## config.mk

```make
export PLATFORM = sky130hd
export DESIGN_NAME = hamming_tx_serializer_flat
export DESIGN_NICKNAME = d
export VERILOG_FILES = /design/src/rtl/hamming_tx_serializer_if.sv /design/src/rtl/hamming_tx_serializer.sv /design/src/flat_wrapper.sv
export SDC_FILE = /design/constraint.sdc
export NUM_CORES = 1
export LEC_CHECK = 0
export CORE_ASPECT_RATIO = 0.6
export CORE_UTILIZATION = 38
export CTS_CLUSTER_DIAMETER = 50
export DETAILED_ROUTE_END_ITERATION = 10
export DONT_BUFFER_PORTS = 1
export SYNTH_ARGS = -nofsm -noshare
export SYNTH_HDL_FRONTEND = slang
export SYNTH_SLANG_ARGS = --single-unit
```

## constraint.sdc

```tcl
create_clock -name clk -period 5.4 [get_ports clk]
set_clock_uncertainty 0.1 [all_clocks]
set_input_delay 0.54 -clock clk [delete_from_list [all_inputs] [get_ports clk]]
set_output_delay 0.54 -clock clk [all_outputs]
set_load 0.01 [all_outputs]
```

## src/rtl/hamming_tx_serializer_if.sv

```systemverilog
// Codeword handshake between the Hamming (7,4) encoder and the line serializer.
// The master drives a codeword and valid; the slave returns ready when its holding register is empty.
interface hamming_tx_serializer_if;
    logic [6:0] cw_in;
    logic       cw_valid;
    logic       cw_ready;

    modport master (output cw_in, output cw_valid, input cw_ready);
    modport slave  (input cw_in, input cw_valid, output cw_ready);
endinterface

```

## src/rtl/hamming_tx_serializer.sv

```systemverilog
// Buffers one 7-bit Hamming codeword and shifts it out as start bit, 7 bits LSB first, stop bit.
// The line idles high, and the next frame follows the stop bit directly when a codeword is already waiting.
module hamming_tx_serializer #(
    parameter int CLKS_PER_BIT = 4
) (
    input  logic                     clk,
    input  logic                     rst_n,
    hamming_tx_serializer_if.slave   cw,
    output logic                     tx_out,
    output logic                     busy,
    output logic                     frame_done
);
    localparam int TW = (CLKS_PER_BIT > 1) ? $clog2(CLKS_PER_BIT) : 1;
    localparam logic [TW-1:0] LAST = TW'(CLKS_PER_BIT - 1);

    typedef enum logic [1:0] {IDLE, START, DATA, STOP} state_t;

    state_t        state_reg, state_next;
    logic [6:0]    hold_reg;
    logic          hold_valid_reg;
    logic [6:0]    shift_reg, shift_next;
    logic [TW-1:0] timer_reg, timer_next;
    logic [2:0]    index_reg, index_next;
    logic          tx_reg, tx_next;
    logic          busy_reg;
    logic          frame_done_reg, frame_done_next;
    logic          take;
    logic          bit_end;
    logic          load;

    assign cw.cw_ready = ~hold_valid_reg;
    assign load        = cw.cw_valid & ~hold_valid_reg;
    assign tx_out      = tx_reg;
    assign busy        = busy_reg;
    assign frame_done  = frame_done_reg;

    always_comb begin
        state_next = state_reg;
        timer_next = timer_reg;
        index_next = index_reg;
        shift_next = shift_reg;
        take       = 1'b0;
        bit_end    = (timer_reg == LAST);

        if (state_reg != IDLE)
            timer_next = bit_end ? '0 : timer_reg + 1'b1;

        case (state_reg)
            IDLE: begin
                if (hold_valid_reg) begin
                    take       = 1'b1;
                    state_next = START;
                    timer_next = '0;
                end
            end
            START: begin
                if (bit_end) begin
                    state_next = DATA;
                    index_next = 3'd0;
                end
            end
            DATA: begin
                if (bit_end) begin
                    if (index_reg == 3'd6)
                        state_next = STOP;
                    else
                        index_next = index_reg + 3'd1;
                end
            end
            STOP: begin
                if (bit_end) begin
                    // A waiting codeword starts immediately so frames run back to back.
                    if (hold_valid_reg) begin
                        take       = 1'b1;
                        state_next = START;
                    end else begin
                        state_next = IDLE;
                    end
                end
            end
            default: state_next = IDLE;
        endcase

        if (take)
            shift_next = hold_reg;

        case (state_next)
            START:   tx_next = 1'b0;
            DATA:    tx_next = shift_next[index_next];
            default: tx_next = 1'b1;
        endcase

        // Predicting the final stop cycle one edge early keeps the pulse registered.
        frame_done_next = (state_next == STOP) && (timer_next == LAST);
    end

    always_ff @(posedge clk or negedge rst_n) begin
        if (!rst_n) begin
            state_reg      <= IDLE;
            hold_reg       <= '0;
            hold_valid_reg <= 1'b0;
            shift_reg      <= '0;
            timer_reg      <= '0;
            index_reg      <= '0;
            tx_reg         <= 1'b1;
            busy_reg       <= 1'b0;
            frame_done_reg <= 1'b0;
        end else begin
            state_reg      <= state_next;
            shift_reg      <= shift_next;
            timer_reg      <= timer_next;
            index_reg      <= index_next;
            tx_reg         <= tx_next;
            busy_reg       <= (state_next != IDLE);
            frame_done_reg <= frame_done_next;
            if (load) begin
                hold_reg       <= cw.cw_in;
                hold_valid_reg <= 1'b1;
            end else if (take) begin
                hold_valid_reg <= 1'b0;
            end
        end
    end
endmodule

```

## src/flat_wrapper.sv

```systemverilog
// flat-port wrapper written by rule: the top's interface ports become plain ports
module hamming_tx_serializer_flat 
#(
    parameter int CLKS_PER_BIT = 4
)
  (clk, rst_n, tx_out, busy, frame_done, cw_cw_in, cw_cw_valid, cw_cw_ready);
  hamming_tx_serializer_if cw_i ();
  input  logic clk;
  input  logic rst_n;
  output logic tx_out;
  output logic busy;
  output logic frame_done;
  input wire logic [$bits(cw_i.cw_in)-1:0] cw_cw_in;
  input wire logic [$bits(cw_i.cw_valid)-1:0] cw_cw_valid;
  output wire logic [$bits(cw_i.cw_ready)-1:0] cw_cw_ready;
  assign cw_i.cw_in = cw_cw_in;
  assign cw_i.cw_valid = cw_cw_valid;
  assign cw_cw_ready = cw_i.cw_ready;
  hamming_tx_serializer #(.CLKS_PER_BIT(CLKS_PER_BIT)) u_core (.clk(clk), .rst_n(rst_n), .cw(cw_i), .tx_out(tx_out), .busy(busy), .frame_done(frame_done));
endmodule
```

==> flow_metrics.tcl <==
set metrics [dict create \
    status "finished clean" \
    min-delay-path-class "input port to flip-flop" \
    die-area_um2 3544 \
    synthesis.area_um2 1255 \
    die_w_um 76.19 \
    leakage_nw 0.6309 \
    vias 798 \
    cts_tree "yes" \
    r2r_cells 7 \
    wl_per_cell_um 15.30 \
    reg2reg_to "u_core.tx_out$_DFF_PN1_" \
    fillers 275 \
    holdWs_ps 314.7 \
    synth.distinct_cells 37 \
    critPathTopFamily "multiplexers" \
    layout.nets 128 \
    grt_pass1_wl_um 3967 \
    drc_errors 0 \
    core_area_um2 3003 \
    critical_path_peak_fanout 8 \
    period_minus_slack_ps 2535 \
    grt_max_degree 26 \
    fmax_ghz 0.3945 \
    path_buf_inv 1 \
    hold_viol 0 \
    die_h_um 46.52 \
    use_met1_pct 21.13 \
    cpPeakStageDelay_ps 430 \
    cts_root_buf "clkbuf_8" \
    yosysTopAreaCellShare_pct 47.86 \
    rrSetupSlack_ps 2870 \
    first_pass_iters 4 \
    ios 14 \
    start_kind "flip-flop" \
    clkTransAtPathRegs_ps 90 \
    crit_path_end_kind "flip-flop" \
    clk_path_buf_depth 2 \
    synth_async_sr_flop_share_pct 100.0 \
    synth_area_leaders "dfrtp_1 48%, mux2_2 13%, ha_1 8.0%, nor2_1 2.4%, dfstp_2 2.1%" \
    synth_seq_area_share_pct 49.95 \
    finalSetupViolCount 0 \
    netlist_instances 105 \
    yosys_warnings 0 \
    setup_slack_ps 2865 \
    drv_cap 0 \
    synth_area_per_cell_um2 11.95 \
    rows 15 \
    crit_chain "inv_1 -> ha_1 -> nor3_4 -> mux2_2 -> mux2_2 -> o2bb2a_2 -> a31oi_2" \
    fin_setup_tns_ps 0 \
    dr.first_iter.drc_count 30 \
    htree_num_levels 1 \
    synth_largest_area_cell "dfrtp_1" \
    top_usage_layer "met2" \
    slew_violations 0 \
    max-slew-margin-rel_pct 71.88 \
    synth_edf_count 0 \
    ys.flop_type "dfrtp_1" \
    gp_congestion 0.8566 \
    crit_slowest_cell "dfrtp_1" \
    cpMostUsedCell "mux2_2" \
    port_buffers 0 \
    synth.most_common_cell "dfrtp_1" \
    rsz0062_at_grt "no" \
    via_per_inst 5.285 \
    cts_buffers 3 \
    start_util_pct 41.79 \
    instances_no_fill 151 \
    cp.depth 7 \
    antenna_found_initial 0 \
    syn_nets 123 \
    holdBufCountCts 2 \
    cp_data_required_time_ps 5480 \
    dp_slack_ps 2870 \
    worstMarginPinSlew_ps 420.5 \
    ant_nets 0 \
    crit_type "flip-flop to flip-flop" \
    area_delta_synth_final_pct 9.571 \
    clk_latency_ps 270 \
    power_density_nw_per_um2 598.8 \
    ir_worst_vdd_mv 0.2904 \
    place_inst 145 \
    r2r-start "u_core.state_reg[0]$_DFF_PN0_" \
    hpwlAfterDp_um 1752 \
    wl_um 2310 \
    synth_top_cells_by_count "24 x dfrtp_1, 15 x mux2_2, 8 x ha_1, 8 x nor2_1, 6 x inv_1" \
    grt.met3_usage_pct 4.752 \
    cp-startpoint "u_core.state_reg[0]$_DFF_PN0_" \
    fin_crit_sh_pct 46.94 \
    first_global_vias 805 \
    critPathArrivalTime_ps 2620 \
    postCtsSetupRepairBufs 0 \
    drive_above_1_share_pct 29.36 \
    utilization_pct 45.79 \
    crit_end "u_core.tx_out$_DFF_PN1_" \
    cts.sinks 25 \
    overflow 0 \
    cts-resized-gates 0 \
    track_usage_pct 15.14 \
    ys_seq_elements 25 \
    grtUsageMet2_pct 22.91 \
    diodes 0 \
]
## cells in the final DEF, fill, tap and decap left out, types with 3 or more instances in the layout
| cell | instances |
|---|---|
| inv_1 | 6 |
| mux2_2 | 15 |
| clkbuf_8 | 3 |
| ha_1 | 8 |
| nand2_1 | 3 |
| nor2_1 | 8 |
| dfrtp_1 | 24 |
| o21ai_1 | 3 |
## worst min path at each step
stage                                     endpoint        start  depth (start not counted)  slack, ps
CTS                 u_core.hold_reg[5]$_DFFE_PN0P_  cw_cw_in[5]                          1        310
finish              u_core.hold_reg[5]$_DFFE_PN0P_  cw_cw_in[5]                          1        310
detailed placement           u_core.busy$_DFF_PN0_        rst_n                          0        150
global placement    u_core.hold_reg[0]$_DFFE_PN0P_        rst_n                          0        150
floorplan                    u_core.busy$_DFF_PN0_        rst_n                          0        140
global route        u_core.hold_reg[6]$_DFFE_PN0P_  cw_cw_in[6]                          1        300
## per-layer routing
layer	part of all wire, %	vias to the layer above
met4	0.61	0
met1	53	394
met3	5.7	2
met5	0	-
met2	41	22
li1	-	380
## power by group
part	internal, W	total [W]	switching (W)	leakage [nW]
registers	0.000277	0.000328	0.0000507	0.303
clock network	0.0000516	0.000111	0.0000590	0.0255
logic	0.000176	0.000385	0.000209	0.302
## final cells by class
class | instances | area (um^2) | share of cell area, %
Clock inverter | 1 | 5.005 | 0.3640
Sequential cell | 25 | 626.9 | 45.59
Clock buffer | 3 | 41.29 | 3.003
Tap cell | 42 | 52.55 | 3.822
Inverter | 8 | 30.03 | 2.184
Multi-Input combinational cell | 70 | 589.3 | 42.86
Timing Repair Buffer | 2 | 30.03 | 2.184
## per-stage QoR
step | cell area [um^2] | total power (W)
2_1_floorplan | 1255 | 0.0006286
3_3_place_gp | 1299 | 0.0006916
3_5_place_dp | 1299 | 0.0007122
4_1_cts | 1375 | 0.0008304
5_1_grt | 1375 | 0.0008964
6_report | 1375 | 0.0008233
## worst register-to-register path, delay by kind of cell, from the launching register on
kind | cells | cell delay, ps
buffers and inverters | 1 | 110
flip-flops | 1 | 430
multiplexers | 2 | 660
adder cells (fa/ha/maj) | 1 | 390
AND/OR/NAND/NOR | 1 | 430
AO/OA/AOI/OAI | 2 | 330
## logic make-up (layout without fill, tap and decap cells)
group           after synthesis  count (layout)  share of synthesized area [%]
flops                        25              25                          49.95
simple gates                 24              24                          10.97
compound gates               21              21                          12.96
mux                          17              17                          15.05
buf+inv                      10              14                          3.090
fa+ha+maj                     8               8                          7.976
Power figures use the tool's default switching activity.
